--- src/rtl/time_core.sv ---
// 1 Hz prescaler, debounced set key and 24-hour BCD time of day.
// Optional hour chime output enabled by defining TIME_CHIME_EN.
module time_core #(
    parameter int DIV = 50_000_000,
    parameter int DEB = 500_000
) (
    input  logic       fs,
    input  logic       rst_n,
    input  logic [1:0] mk,
    input  logic [1:0] k1,
    input  logic       key_inc,
    output logic [3:0] a,
    output logic [3:0] b,
    output logic [3:0] c,
    output logic [3:0] d,
    output logic [3:0] e,
    output logic [3:0] f,
    output logic       sec_tick
`ifdef TIME_CHIME_EN
    ,
    output logic       chime
`endif
);

    localparam int PW = $clog2(DIV);
    localparam int DW = (DEB > 1) ? $clog2(DEB) : 1;
    localparam logic [PW-1:0] PMAX = PW'(DIV - 1);
    localparam logic [DW-1:0] DMAX = DW'(DEB - 1);

    logic [PW-1:0] cnt;
    logic          adj;
    logic          adj_q;
    logic          leave;
    logic          tick;
    logic          s1;
    logic          s2;
    logic          lvl;
    logic          armed;
    logic          inc_p;
    logic          accept;
    logic [1:0]    sv;
    logic [DW-1:0] dcnt;
    logic [3:0]    na, nb, nc, nd, ne, nf;
    logic [8:0]    sc;
    logic [8:0]    mc;
    logic [7:0]    hc;
    logic          unused_k1;

    assign unused_k1 = k1[1];
    assign adj    = (mk == 2'b10);
    assign leave  = adj_q && !adj;
    assign tick   = !adj && (cnt == PMAX);
    assign accept = (s2 != lvl) && (dcnt == DMAX);

    // returns {carry, tens, units}
    function automatic logic [8:0] inc60(input logic [3:0] t, input logic [3:0] u);
        if (u != 4'd9) return {1'b0, t, u + 4'd1};
        if (t != 4'd5) return {1'b0, t + 4'd1, 4'd0};
        return {1'b1, 8'h00};
    endfunction

    function automatic logic [7:0] inc24(input logic [3:0] t, input logic [3:0] u);
        if (t == 4'd2 && u == 4'd3) return 8'h00;
        if (u == 4'd9) return {t + 4'd1, 4'd0};
        return {t, u + 4'd1};
    endfunction

    // armed only after a synchronized low: a key held through reset is ignored
    always_ff @(posedge fs or negedge rst_n) begin
        if (!rst_n) begin
            s1    <= 1'b0;
            s2    <= 1'b0;
            sv    <= 2'b00;
            lvl   <= 1'b0;
            armed <= 1'b0;
            inc_p <= 1'b0;
            dcnt  <= '0;
        end else begin
            s1    <= key_inc;
            s2    <= s1;
            sv    <= {sv[0], 1'b1};
            inc_p <= accept && s2 && armed;
            if (sv[1] && !s2) armed <= 1'b1;
            if (s2 == lvl) begin
                dcnt <= '0;
            end else if (accept) begin
                lvl  <= s2;
                dcnt <= '0;
            end else begin
                dcnt <= dcnt + 1'b1;
            end
        end
    end

    always_comb begin
        {nf, ne, nd, nc, nb, na} = {f, e, d, c, b, a};
        sc = inc60(b, a);
        mc = inc60(d, c);
        hc = inc24(f, e);
        if (leave) begin
            nb = 4'd0;
            na = 4'd0;
        end else if (tick) begin
            {nb, na} = sc[7:0];
            if (sc[8]) begin
                {nd, nc} = mc[7:0];
                if (mc[8]) {nf, ne} = hc;
            end
        end else if (adj && inc_p) begin
            if (k1[0]) {nf, ne} = hc;
            else       {nd, nc} = mc[7:0];
        end
    end

    always_ff @(posedge fs or negedge rst_n) begin
        if (!rst_n) begin
            cnt      <= '0;
            adj_q    <= 1'b0;
            sec_tick <= 1'b0;
            {f, e, d, c, b, a} <= '0;
        end else begin
            adj_q    <= adj;
            sec_tick <= tick;
            {f, e, d, c, b, a} <= {nf, ne, nd, nc, nb, na};
            if (adj || leave || tick) cnt <= '0;
            else                      cnt <= cnt + 1'b1;
        end
    end

`ifdef TIME_CHIME_EN
    logic win;
    assign win = ({nd, nc, nb} == {4'd5, 4'd9, 4'd5} && na >= 4'd5)
              || ({nd, nc, nb, na} == 16'h0000);

    always_ff @(posedge fs or negedge rst_n) begin
        if (!rst_n)    chime <= 1'b0;
        else if (adj)  chime <= 1'b0;
        else if (tick) chime <= win;
    end
`endif

endmodule

--- config.mk ---
export PLATFORM = sky130hd
export DESIGN_NAME = time_core
export DESIGN_NICKNAME = d
export VERILOG_FILES = /design/src/rtl/time_core.sv
export SDC_FILE = /design/constraint.sdc
export NUM_CORES = 1
export LEC_CHECK = 0
export CAP_MARGIN = 20
export CORE_MARGIN = 5
export CORE_UTILIZATION = 35
export CTS_CLUSTER_DIAMETER = 120
export DETAILED_ROUTE_END_ITERATION = 8
export PLACE_DENSITY = 0.65
export SYNTH_ARGS = -nofsm -noshare
export SYNTH_HDL_FRONTEND = slang
export SYNTH_SLANG_ARGS = --single-unit
--- constraint.sdc ---
create_clock -name fs -period 3.4 [get_ports fs]
set_clock_uncertainty 0.1 [all_clocks]
set_input_delay 0.51 -clock fs [delete_from_list [all_inputs] [get_ports fs]]
set_output_delay 0.51 -clock fs [all_outputs]
set_load 0.02 [all_outputs]
==> impl_metrics.yaml <==
worst_setup_path:
  path_max_fanout: 10
  crit_end: "a[2]"
  ff2ff_setup_slack_ps: 570
  worst-endpoint-arrival_ps: 3010
  startpoint_type: "register"
  crit_path_end_kind: "register"
  rr_endpoint: "a[2]"
  criticalPathCategory: "register to register"
  rr_worst_depth: 6
  cp.required_ps: 3580
  crit_start: "cnt[0]"
  rr_startpoint: "cnt[0]"
global_route:
  grt.total_usage_pct: 12.05
  grt-ovfl-total: 0
  antenna_found_initial: 0
  grt_pass1_vias: 2682
  grt_pass1_wl_um: 12920
  grt_max_degree: 79
place:
  io_buffers: 30
  dpl-instance-area_um2: 4337
  routabilityCongestion: 0.8277
  dpl.hpwl_um: 5254
die:
  initial_core_util_pct: 35.84
  die_y_um: 115.6
  num_rows: 38
  io_pins: 32
  die_area_um2: 13360
  die_x_um: 115.6
  coreArea_um2: 10890
synth:
  ys_seq_elements: 78
  netlist_area_um2: 3902
  async_reset_ff_share_pct: 100.0
  syn_nets: 402
  yosysWarningCount: 0
  synthCells: 385
  synth_seq_area_share_pct: 50.02
  avgSynthCellArea_um2: 10.14
  ys_types: 51
  yosysTopAreaCellShare_pct: 50.02
  yosys_most_used_dff: "dfrtp_1"
  synth_edf_count: 0
  synthTopCellsByArea: "dfrtp_1 (50%), nor2_1 (6.5%), xor2_1 (6.1%), xnor2_1 (4.5%), nand3_1 (3.3%)"
  yosys.area.top_type: "dfrtp_1"
route:
  routed_wl_um: 7443
  first_pass_iters: 4
  via_per_inst: 4.950
  vias: 2797
  drt-initial-drc-count: 130
  drcViolationCount: 0
  postRouteAntennaNets: 0
  wl_per_cell_um: 13.17
timing:
  hold_viol: 0
  max_slew_margin_pct: 45.44
  max_freq_mhz: 353.4
  rsz0062_at_grt: "no"
  fin_crit_ps: 2830
  setup_violations: 0
  drv_slew: 0
  worst_slew_pin_slew_ps: 810.9
  setup_tns_ps: 0
  period_share_pct: 83.23
power:
  p_sw_share_pct: 23.14
  cellInternalPower_mw: 1.303
  powerDensity_nw_per_um2: 371.3
  p_leak_nw: 1.976
  switching_power_mw: 0.3921
  peakVddDrop_mv: 0.1945
  clkPwrFrac_pct: 40.2
  comb_power_share_pct: 3.8
  p_seq_share_pct: 56.0
cts:
  cts.sinks: 78
  cts_tree: "yes"
  path_clk_slew_ps: 90
  cts-root-buf: "clkbuf_8"
  cts_inserted_buffers: 9
  clock_latency_ps: 350
  clk_path_buf_depth: 2
  htreeDepth: 3
layout:
  final_cell_mix: "dfrtp_1 (78), nor2_1 (68), clkdlybuf4s50_1 (29), xor2_1 (27), nand3_1 (26)"
  area_growth_pct: 16.96
  nNetsFinal: 437
  drive_above_1_share_pct: 8.471
  layout_commonest_cell: "dfrtp_1"
  design_area_um2: 4564
  diodes: 0
job:
  maxCapViolCount: 0
run_status:
  status: "finished clean"
hold_path:
  hold_path_class: "register to register"
-- cells by family after synthesis --
family | count (synthesis) | share of synthesized area [%]
buf+inv | 28 | 3.206
fa+ha+maj | 10 | 3.206
xor+xnor | 47 | 10.55
other cells | 1 | 0.09609
mux | 11 | 3.110
flops | 78 | 50.02
simple gates | 187 | 25.39
compound gates | 23 | 4.425
-- critical path: stages, from the launching register on --
cell	delay, ps
dfrtp_1	400
ha_1	190
nand3_1	220
or4_1	770
or2_1	410
or4_1	500
a21oi_1	160
-- power groups by stage --
stage / Clock, mW / Sequential (mW) / Combinational, mW
2_1_floorplan: 0 / 0.966 / 0.0302
6_report: 0.682 / 0.949 / 0.0640
5_1_grt: 0.750 / 0.951 / 0.0751
4_1_cts: 0.705 / 0.949 / 0.0617
3_5_place_dp: 0 / 0.967 / 0.0614
3_3_place_gp: 0 / 0.967 / 0.0612
-- sequential cells by signal, summed over array words and instances (netlist names) --
| register | count |
|---|---|
| cnt | 26 |
| dcnt | 19 |
| a | 4 |
| b | 4 |
| c | 4 |
| d | 4 |
| e | 4 |
| f | 4 |
| sv | 2 |
| adj_q | 1 |
| armed | 1 |
| inc_p | 1 |
| lvl | 1 |
| s1 | 1 |
| s2 | 1 |
| sec_tick | 1 |
-- per-layer routing --
metal  GRT usage, %  vias up  wire length, um
met2          18.44       46             3347
met4          3.991        0               97
met1          16.64     1356             3647
li1               -     1387                -
met3          3.238        8              350
met5              0        -                0
-- synthesized netlist by cell type (4+ instances only) --
| library cell | number |
|---|---|
| mux2_2 | 9 |
| nand3_1 | 26 |
| dfrtp_1 | 78 |
| nand4_1 | 11 |
| nand3b_1 | 5 |
| ha_1 | 10 |
| buf_2 | 4 |
| clkbuf_1 | 5 |
| xnor2_1 | 20 |
| o21ai_0 | 5 |
| nor4_1 | 7 |
| or3_1 | 5 |
| nor3_1 | 7 |
| a21oi_1 | 5 |
| inv_1 | 17 |
| nor2b_1 | 4 |
| xor2_1 | 27 |
| and3_1 | 8 |
| nor2_1 | 68 |
| nand2_1 | 17 |
-- how the worst min path moves through the flow --
stage / startpoint / end / slack [ps] / cells after the start
finish: s1 / s2 / 250 / 0
global route: s1 / s2 / 260 / 0
CTS: rst_n / a[1] / 260 / 1
detailed placement: sv[0] / sv[1] / 240 / 0
global placement: sv[0] / sv[1] / 230 / 0
floorplan: rst_n / a[0] / 110 / 0
-- cell type report --
class	instances	area (um2)
well taps	140	175.2
flip-flops and latches	78	1952
clock buffers	11	131.4
inverters	17	63.81
fillers	1059	6324
multi-input cells	279	1826
repair buffers	35	357.8
clock inverters	5	58.81
-- what timing repair did --
action                    in CTS  in global routing
hold buffers                   0                  1
hold endpoints to repair       0                  6
buffers inserted               0                  0
resized for setup              0                  0
-- per-stage QoR --
step	hold slack, ps	std cells	total power, mW	util [%]	setup WS, ps
floorplan	114.4	385	0.9958	-	829.7
global placement	231.4	547	1.028	39.83	380.1
detailed placement	235.6	547	1.028	39.83	342.0
CTS	255.2	563	1.715	41.58	561.4
global route	259.2	565	1.776	41.92	336.8
finish	251.3	565	1.695	41.92	570.1
(Power assumes the default switching activity.)
